[src/rtl/mips_pkg.sv]
`default_nettype none
// ============================================================================
// Module      : mips_pkg
// Description : Shared types and constants for the MIPS fetch/decode slice.
// Revision    : 1.0 - initial release
// ============================================================================
package mips_pkg;

    typedef enum logic [1:0] {
        IDLE = 2'd0,
        REQ  = 2'd1,
        HOLD = 2'd2
    } fetch_state_t;

    localparam logic [5:0] OP_RTYPE = 6'b000000;
    localparam logic [5:0] OP_LW    = 6'b100011;
    localparam logic [5:0] OP_SW    = 6'b101011;
    localparam logic [5:0] OP_BEQ   = 6'b000100;
    localparam logic [5:0] OP_ADDI  = 6'b001000;
    localparam logic [5:0] OP_J     = 6'b000010;

    localparam logic [31:0] DEFAULT_RESET_PC = 32'h0000_0000;

endpackage
`default_nettype wire

[src/rtl/mips_pc_next.sv]
`default_nettype none
// ============================================================================
// Module      : mips_pc_next
// Description : Combinational next-PC selection (sequential, branch, jump).
// Revision    : 1.0 - initial release
// ============================================================================
module mips_pc_next (
    input  logic [31:0] pc,
    input  logic [31:0] instr,
    input  logic        pcsrc,
    input  logic        jump,
    output logic [31:0] pc_next
);

    logic [31:0] w_pc4;
    logic [31:0] w_br_off;
    logic        w_unused;

    assign w_pc4    = pc + 32'd4;
    assign w_br_off = {{14{instr[15]}}, instr[15:0], 2'b00};
    // Opcode field plays no part in target computation.
    assign w_unused = &{1'b0, instr[31:26]};

    // Jump outranks branch when the control unit raises both.
    always_comb begin
        pc_next = w_pc4;
        if (jump) begin
            pc_next = {w_pc4[31:28], instr[25:0], 2'b00};
        end else if (pcsrc) begin
            pc_next = w_pc4 + w_br_off;
        end
    end

endmodule
`default_nettype wire

[src/rtl/mips_fetch_unit.sv]
`default_nettype none
// ============================================================================
// Module      : mips_fetch_unit
// Description : Instruction fetch stage with req/ready memory handshake.
//               Optional retired-instruction counter: FETCH_INSTR_COUNT_EN.
// Revision    : 1.0 - initial release
// ============================================================================
module mips_fetch_unit
    import mips_pkg::*;
#(
    parameter logic [31:0] RESET_PC = DEFAULT_RESET_PC
) (
    input  logic        clk,
    input  logic        reset,
    output logic        imem_req,
    output logic [31:0] imem_addr,
    input  logic        imem_ready,
    input  logic [31:0] imem_rdata,
    output logic [31:0] instr,
    output logic [5:0]  op,
    output logic [5:0]  funct,
    output logic [31:0] pc,
    output logic        instr_valid,
    input  logic        instr_ack,
    input  logic        pcsrc,
    input  logic        jump
`ifdef FETCH_INSTR_COUNT_EN
    ,
    output logic [31:0] instr_count
`endif
);

    localparam logic [31:0] c_reset_pc = {RESET_PC[31:2], 2'b00};

    fetch_state_t r_state;
    fetch_state_t w_state_next;
    logic [31:0]  r_pc;
    logic [31:0]  r_instr;
    logic [31:0]  w_pc_next;
    logic         w_latch;
    logic         w_retire;

    assign w_latch  = (r_state == REQ)  && imem_ready;
    assign w_retire = (r_state == HOLD) && instr_ack;

    mips_pc_next u_pc_next (
        .pc      (r_pc),
        .instr   (r_instr),
        .pcsrc   (pcsrc),
        .jump    (jump),
        .pc_next (w_pc_next)
    );

    always_comb begin
        w_state_next = r_state;
        case (r_state)
            IDLE:    w_state_next = REQ;
            REQ:     if (imem_ready) w_state_next = HOLD;
            HOLD:    if (instr_ack)  w_state_next = REQ;
            default: w_state_next = IDLE;
        endcase
    end

    always_ff @(posedge clk) begin
        if (reset) begin
            r_state <= IDLE;
            r_pc    <= c_reset_pc;
            r_instr <= 32'd0;
        end else begin
            r_state <= w_state_next;
            if (w_latch) r_instr <= imem_rdata;
            if (w_retire) r_pc <= w_pc_next;
        end
    end

`ifdef FETCH_INSTR_COUNT_EN
    logic [31:0] r_instr_count;

    always_ff @(posedge clk) begin
        if (reset) begin
            r_instr_count <= 32'd0;
        end else if (w_retire) begin
            r_instr_count <= r_instr_count + 32'd1;
        end
    end

    assign instr_count = r_instr_count;
`endif

    // Outputs decode registered state only; no input reaches an output.
    assign imem_req    = (r_state == REQ);
    assign instr_valid = (r_state == HOLD);
    assign imem_addr   = r_pc;
    assign pc          = r_pc;
    assign instr       = r_instr;
    assign op          = r_instr[31:26];
    assign funct       = r_instr[5:0];

endmodule
`default_nettype wire

[config.mk]
export PLATFORM = sky130hd
export DESIGN_NAME = mips_fetch_unit
export DESIGN_NICKNAME = d
export VERILOG_FILES = /design/src/rtl/mips_pkg.sv /design/src/rtl/mips_pc_next.sv /design/src/rtl/mips_fetch_unit.sv
export SDC_FILE = /design/constraint.sdc
export NUM_CORES = 1
export LEC_CHECK = 0
export ABC_AREA = 1
export BUFFER_PORTS_ARGS = -buffer_cell sky130_fd_sc_hd__buf_2
export CAP_MARGIN = 20
export CORE_UTILIZATION = 40
export DETAILED_ROUTE_END_ITERATION = 8
export MAX_ROUTING_LAYER = met4
export PLACE_DENSITY = 0.6
export SYNTH_ARGS = -nofsm -noshare
export SYNTH_HDL_FRONTEND = slang
export SYNTH_SLANG_ARGS = --single-unit
[constraint.sdc]
create_clock -name clk -period 4.4 [get_ports clk]
set_input_delay 0.22 -clock clk [delete_from_list [all_inputs] [get_ports clk]]
set_output_delay 0.22 -clock clk [all_outputs]
set_load 0.1 [all_outputs]
After elaboration in Yosys (flattened, before gate mapping)

Cells that the tools add are included.

Logic and storage cells: 18
Output and inout port bits: 110
Bits in registers: 66

Reduce and logical (&&, ||, !) cells: 4
Mux-type cells: 5
Equality and inequality tests: 4
Add/subtract/negate cells: 2

Operators by type and width:

| cell                    | number |
|---|---|
| $mux W32                | 2 |
| $add A32 B3 Y32 const B | 1 |
| $add A32 B32 Y32        | 1 |
| $pmux W2 S3             | 1 |
| $mux W2                 | 2 |
| $ne A2 B1 Y1 const B    | 2 |
| $eq A2 B1 Y1 const B    | 1 |
| $eq A2 B2 Y1 const B    | 1 |
| $logic_and A1 B1 Y1     | 2 |
| $logic_not A2 Y1        | 1 |
| $reduce_and A2 Y1       | 1 |

Longest topological paths before layout

Word-level depth: 4
Mapped depth: 23

Cells and area by module

Synthesis repeated with hierarchy kept, for this count alone.

Cells, all modules: 1289
Area total of the unflattened synthesis: 6981.7 um2

Modules (own cells, without submodules):

| module          | area each (um2) | cells each | times used | sequential area each (um2) |
|---|---|---|---|---|
| mips_pc_next    | 3955.0          | 827        | 1          | 0.0 |
| mips_fetch_unit | 3026.7          | 462        | 1          | 1321.3 |

Worst setup path before layout

No wires, ideal clock.

Kind: register to register
Start point: register r_pc[2] (netlist: imem_addr[2])
End point: register r_pc[21] (netlist: imem_addr[21])
Data required time: 4329 ps
Path slack: 994 ps
Stages on the path, launching flop included: 20
Clock period less this slack: 3406 ps
Setup time: 71 ps
Arrival time: 3334 ps
Cells stage by stage: dfxtp_1 > ha_1 > inv_1 > nor2_4 > nand2_1 > inv_1 > nand3_1 > xor2_1 > inv_1 > ha_1 > nand2_1 > nor2_1 > inv_1 > nor2_1 > nand4_1 > nand3_1 > nand2_1 > nand3_1 > nand2_1 > a21oi_1

Cells in the longest elaborated chain, start to end: 4

Ends and longest elaborated chain:

| element                | line                  | source |
|---|---|---|
| from (decl)            | mips_fetch_unit.sv:37 | `logic [31:0] r_pc;` |
| from (signal assigned) | mips_fetch_unit.sv:67 | `r_pc <= c_reset_pc;` |
| from (signal assigned) | mips_fetch_unit.sv:72 | `if (w_retire) r_pc <= w_pc_next;` |
| $add A32 B3 Y32 (*)    | mips_pc_next.sv:19    | `assign w_pc4 = pc + 32'd4;` |
| $add A32 B32 Y32       | mips_pc_next.sv:30    | `pc_next = w_pc4 + w_br_off;` |
| $mux W32 (*)           | mips_pc_next.sv:29    | `end else if (pcsrc) begin` |
| $mux W32 (*)           | mips_pc_next.sv:27    | `if (jump) begin` |

Mark *: on every way between the ends. The rest lies on a longest branch, timed or not.
A chain may end at the register's enable or synchronous reset.

Worst setup path in the final report

Start point: register r_pc[2] (netlist: imem_addr[2])
End point: register r_pc[29] (netlist: imem_addr[29])

Cells in the longest elaborated chain, start to end: 4

Ends and longest elaborated chain:

| element             | line |
|---|---|
| $add A32 B3 Y32 (*) | mips_pc_next.sv:19 |
| $add A32 B32 Y32    | mips_pc_next.sv:30 |
| $mux W32            | mips_pc_next.sv:29 |
| $mux W32 (*)        | mips_pc_next.sv:27 |

Marks and branches as above.

==> results by group <==
Setup path
  • Startpoint types: flip-flop
  • Critical path endpoint category: flip-flop
  • CP Data Arrival Time: about 3.6 ns
  • WS Path Type: flip-flop to flip-flop
  • Crit-path max FO: 9
  • CP startpoint: imem_addr[2]
  • Reg2Reg Launch Point: imem_addr[2]
  • FF-to-FF End: imem_addr[29]
  • Worst R2R Setup Slack: between 1 and 1.5 ns
  • Worst path slowest cell: dfxtp_1
  • Worst Reg2Reg Path Length in Cells: 20
  • Largest stage delay, worst path: between 0.5 and 0.6 ns
  • Crit path cell chain: ha_1, inv_1, nor2_4, nand2_1, inv_1, nand3_1, xor2_1, inv_1, ha_1, nand2_1, nand2_1, nand2_1, nand3_1, a21oi_1, nor2_1, nor2_1, nand2_1, nand2_1, nand3_1, a21oi_1
  • Top cell by count, worst path: nand2_1
  • WP data required: approximately 4.7 ns

Global routing
  • GRT Util Overall: 0.2870
  • Initial antenna violation count: 0
  • Largest net degree at the start of global routing: 40
  • Gr ovfl total: 0
  • First-pass GRT wire length: ~35000 µm
  • Vias in the first global route: approximately 6300

Synth
  • Synthesized cell area: about 6200 µm²
  • Most frequent cell after synthesis: nand2_1
  • Count of state elements after synthesis: between 60 and 70
  • Area contributors post-synth: dfxtp_1, nand2_1, inv_1
  • Number of flops mapped to enable cells by yosys: 0
  • Top post-synthesis cells by count: nand2_1, inv_1, a21oi_1
  • Number of cells produced by synthesis: about 1100
  • Synth warn: 0
  • Mean post-synth cell area: 5.854 µm²
  • Cell variety after synth: 40
  • Synth area leader: dfxtp_1
  • FFs w/ async S/R, synth: 0
  • Top FF cell, synth: dfxtp_1
  • Share of the synthesized area in the top cell type: 0.2051
  • Sequential share of the synthesized area: 0.2051

Floorplanning
  • Die area: around 16000 µm²
  • I/O pin count: around 150
  • Initial core utilization: 0.4109
  • Die W: 127.0 µm
  • Height of the die: 127.0 µm
  • Core area: between 15000 and 20000 µm²
  • # rows: 45

Placement
  • # port buffers: between 100 and 150
  • HPWL after detailed placement: roughly 17000 µm
  • Routability cong.: 0.9796

STA
  • Period utilisation layout: 0.7572
  • Clock period minus final worst setup slack: 3.332 ns
  • Setup tns final: 0 ns
  • Slew Viols, Final: 0
  • RSZ-0062 raised after global routing: no
  • Hold Vio Cnt, Final: 0
  • Clk_skew: around 0.016 ns
  • Max-slew headroom: 0.2478
  • F_max: approximately 300 MHz
  • Fin Hold WS: ~0.14 ns
  • Slew @ Worst Pin: 1.127 ns
  • Final setup violating endpoints: 0

Layout
  • Syn-to-layout area delta: 14.46%
  • N_diodes: 0
  • Post-layout util: 0.4703
  • Fill cells: between 1500 and 2000
  • Nets@finish: 1229
  • Share of cells above drive strength 1: 0.1641

Power and ir drop
  • Pleak: 3.910 nW
  • Pwr Total: around 0.002 W
  • Power per Cell Area: around 280 nW/µm²
  • VDD IR max: approximately 0.00028 V

Route
  • Via count of the routed design: ~7000
  • Drt wl/cell: 16.47 µm
  • DR pass1 iterations: 5
  • Post-route ant nets: 0
  • Post-DR vias/cell: approximately 5.2
  • DRC: 0
  • Final WL: between 20000 and 25000 µm
  • 1st-iter DRT viols: approximately 570

Clock network
  • Hold_buf cts: 0
  • CTS tree: built
  • CTS Buffer Depth: 2
  • Clock transition at path regs: around 0.060 ns
  • Clk sinks: 64
  • Root Buffer: clkbuf_16
  • Post-CTS Resized: 0
  • Total CTS buffers: 9
  • Number of H-tree levels: 3
  • Setup repair bufs after CTS: 0
  • Worst-skew pair later-pin latency: about 0.34 ns

Run status
  • Status: finished, final reports clean

Job
  • Max Cap Viol: 0

Hold path
  • Min-delay worst type: input port to flip-flop
  • Hold Path Cell Cnt: 3
  • Hold path start: imem_rdata[11]
  • Hold endpoint: instr[11]
-- stage by stage --
step	instance area (µm²)	worst slack, ns	instances
floorplan	6257	0.9945	1070
CTS	7094	1.068	1344
global placement	6764	1.094	1328
global route	7149	0.6445	1346
detailed placement	6764	1.085	1328
finish	7149	1.068	1346
-- routing by layer --
| metal | global-route usage | share of wire | vias up |
|---|---|---|---|
| met1 | 0.3827 | 0.46 | 3169 |
| met2 | 0.4415 | 0.44 | 286 |
| met3 | 0.03669 | 0.066 | 46 |
| met4 | 0.1078 | 0.034 | 0 |
| met5 | - | 0 | - |
| li1 | - | - | 3536 |
-- layout by cell type, fill, tap and decap left out, types with 2 or more instances in the layout --
cell / netlist / routed
nand2_1: 315 / 315
inv_1: 150 / 150
buf_2: 2 / 143
a21oi_1: 108 / 108
nand3_1: 96 / 96
nor2_1: 74 / 72
dfxtp_1: 64 / 64
o21ai_0: 44 / 44
ha_1: 37 / 37
xor2_1: 14 / 14
nor3_1: 11 / 11
clkbuf_16: 0 / 9
nand4_1: 8 / 8
xnor2_1: 7 / 7
o21bai_1: 6 / 6
o21ai_1: 6 / 6
nand2_2: 5 / 5
nor2_4: 5 / 5
a31oi_1: 5 / 5
o211ai_1: 5 / 5
nor2_2: 2 / 4
a21o_1: 4 / 4
or2_2: 4 / 4
conb_1: 1 / 4
and2_1: 3 / 3
a21boi_0: 3 / 3
buf_4: 46 / 3
inv_2: 2 / 2
xor2_2: 2 / 2
nand3b_1: 2 / 2
o22ai_1: 2 / 2
bufinv_16: 0 / 2
clkinv_4: 0 / 2
buf_16: 0 / 2
-- flip-flops by register name (all words and copies together), names as in the netlist --
name and cells:
instr 32, imem_addr 30, r_state 2
-- worst max-delay path by stage --
stage | endpoint | slack, ns | cells after the start
2_1_floorplan | imem_addr[21] | 0.99 | 19
3_3_place_gp | imem_addr[19] | 1.09 | 18
3_5_place_dp | imem_addr[19] | 1.09 | 18
4_1_cts | imem_addr[19] | 1.07 | 18
5_1_grt | imem_addr[21] | 0.64 | 19
6_report | imem_addr[29] | 1.07 | 20
-- worst max-delay path, delay by kind of cell, from the launching register on --
family,cells,cell delay [ns]
AO/OA/AOI/OAI,2,0.46
XOR/XNOR,1,0.21
adder cells (fa/ha/maj),2,0.64
buffers and inverters,3,0.27
flip-flops,1,0.54
AND/OR/NAND/NOR,12,1.16
-- power by group --
part           total [W]  switching (W)  internal [W]  leakage, nW
clock           0.000809       0.000295      0.000515        0.163
combinational   0.000555       0.000446      0.000109         3.23
sequential      0.000641      0.0000374      0.000603        0.520
-- layout make-up --
cell class,count,area [µm²],share of cell area
Sequential cell,64,1281,0.1792
Multi-Input combinational cell,777,3935,0.5504
Inverter,153,574.3,0.08033
Clock inverter,6,91.34,0.01278
Timing Repair Buffer,148,793.3,0.1110
Tap cell,188,235.2,0.03290
Clock buffer,10,239.0,0.03343
-- cells by family after synthesis --
logic type | after synthesis | share of synthesized area
buffers and inverters | 229 | 0.1675
adder cells (fa/ha/maj) | 38 | 0.07732
AO/OA/AOI/OAI | 185 | 0.1585
AND/OR/NAND/NOR | 527 | 0.3564
flip-flops | 64 | 0.2051
other | 1 | 0.0006004
XOR/XNOR | 23 | 0.03466
Power figures use the tool's default switching activity.
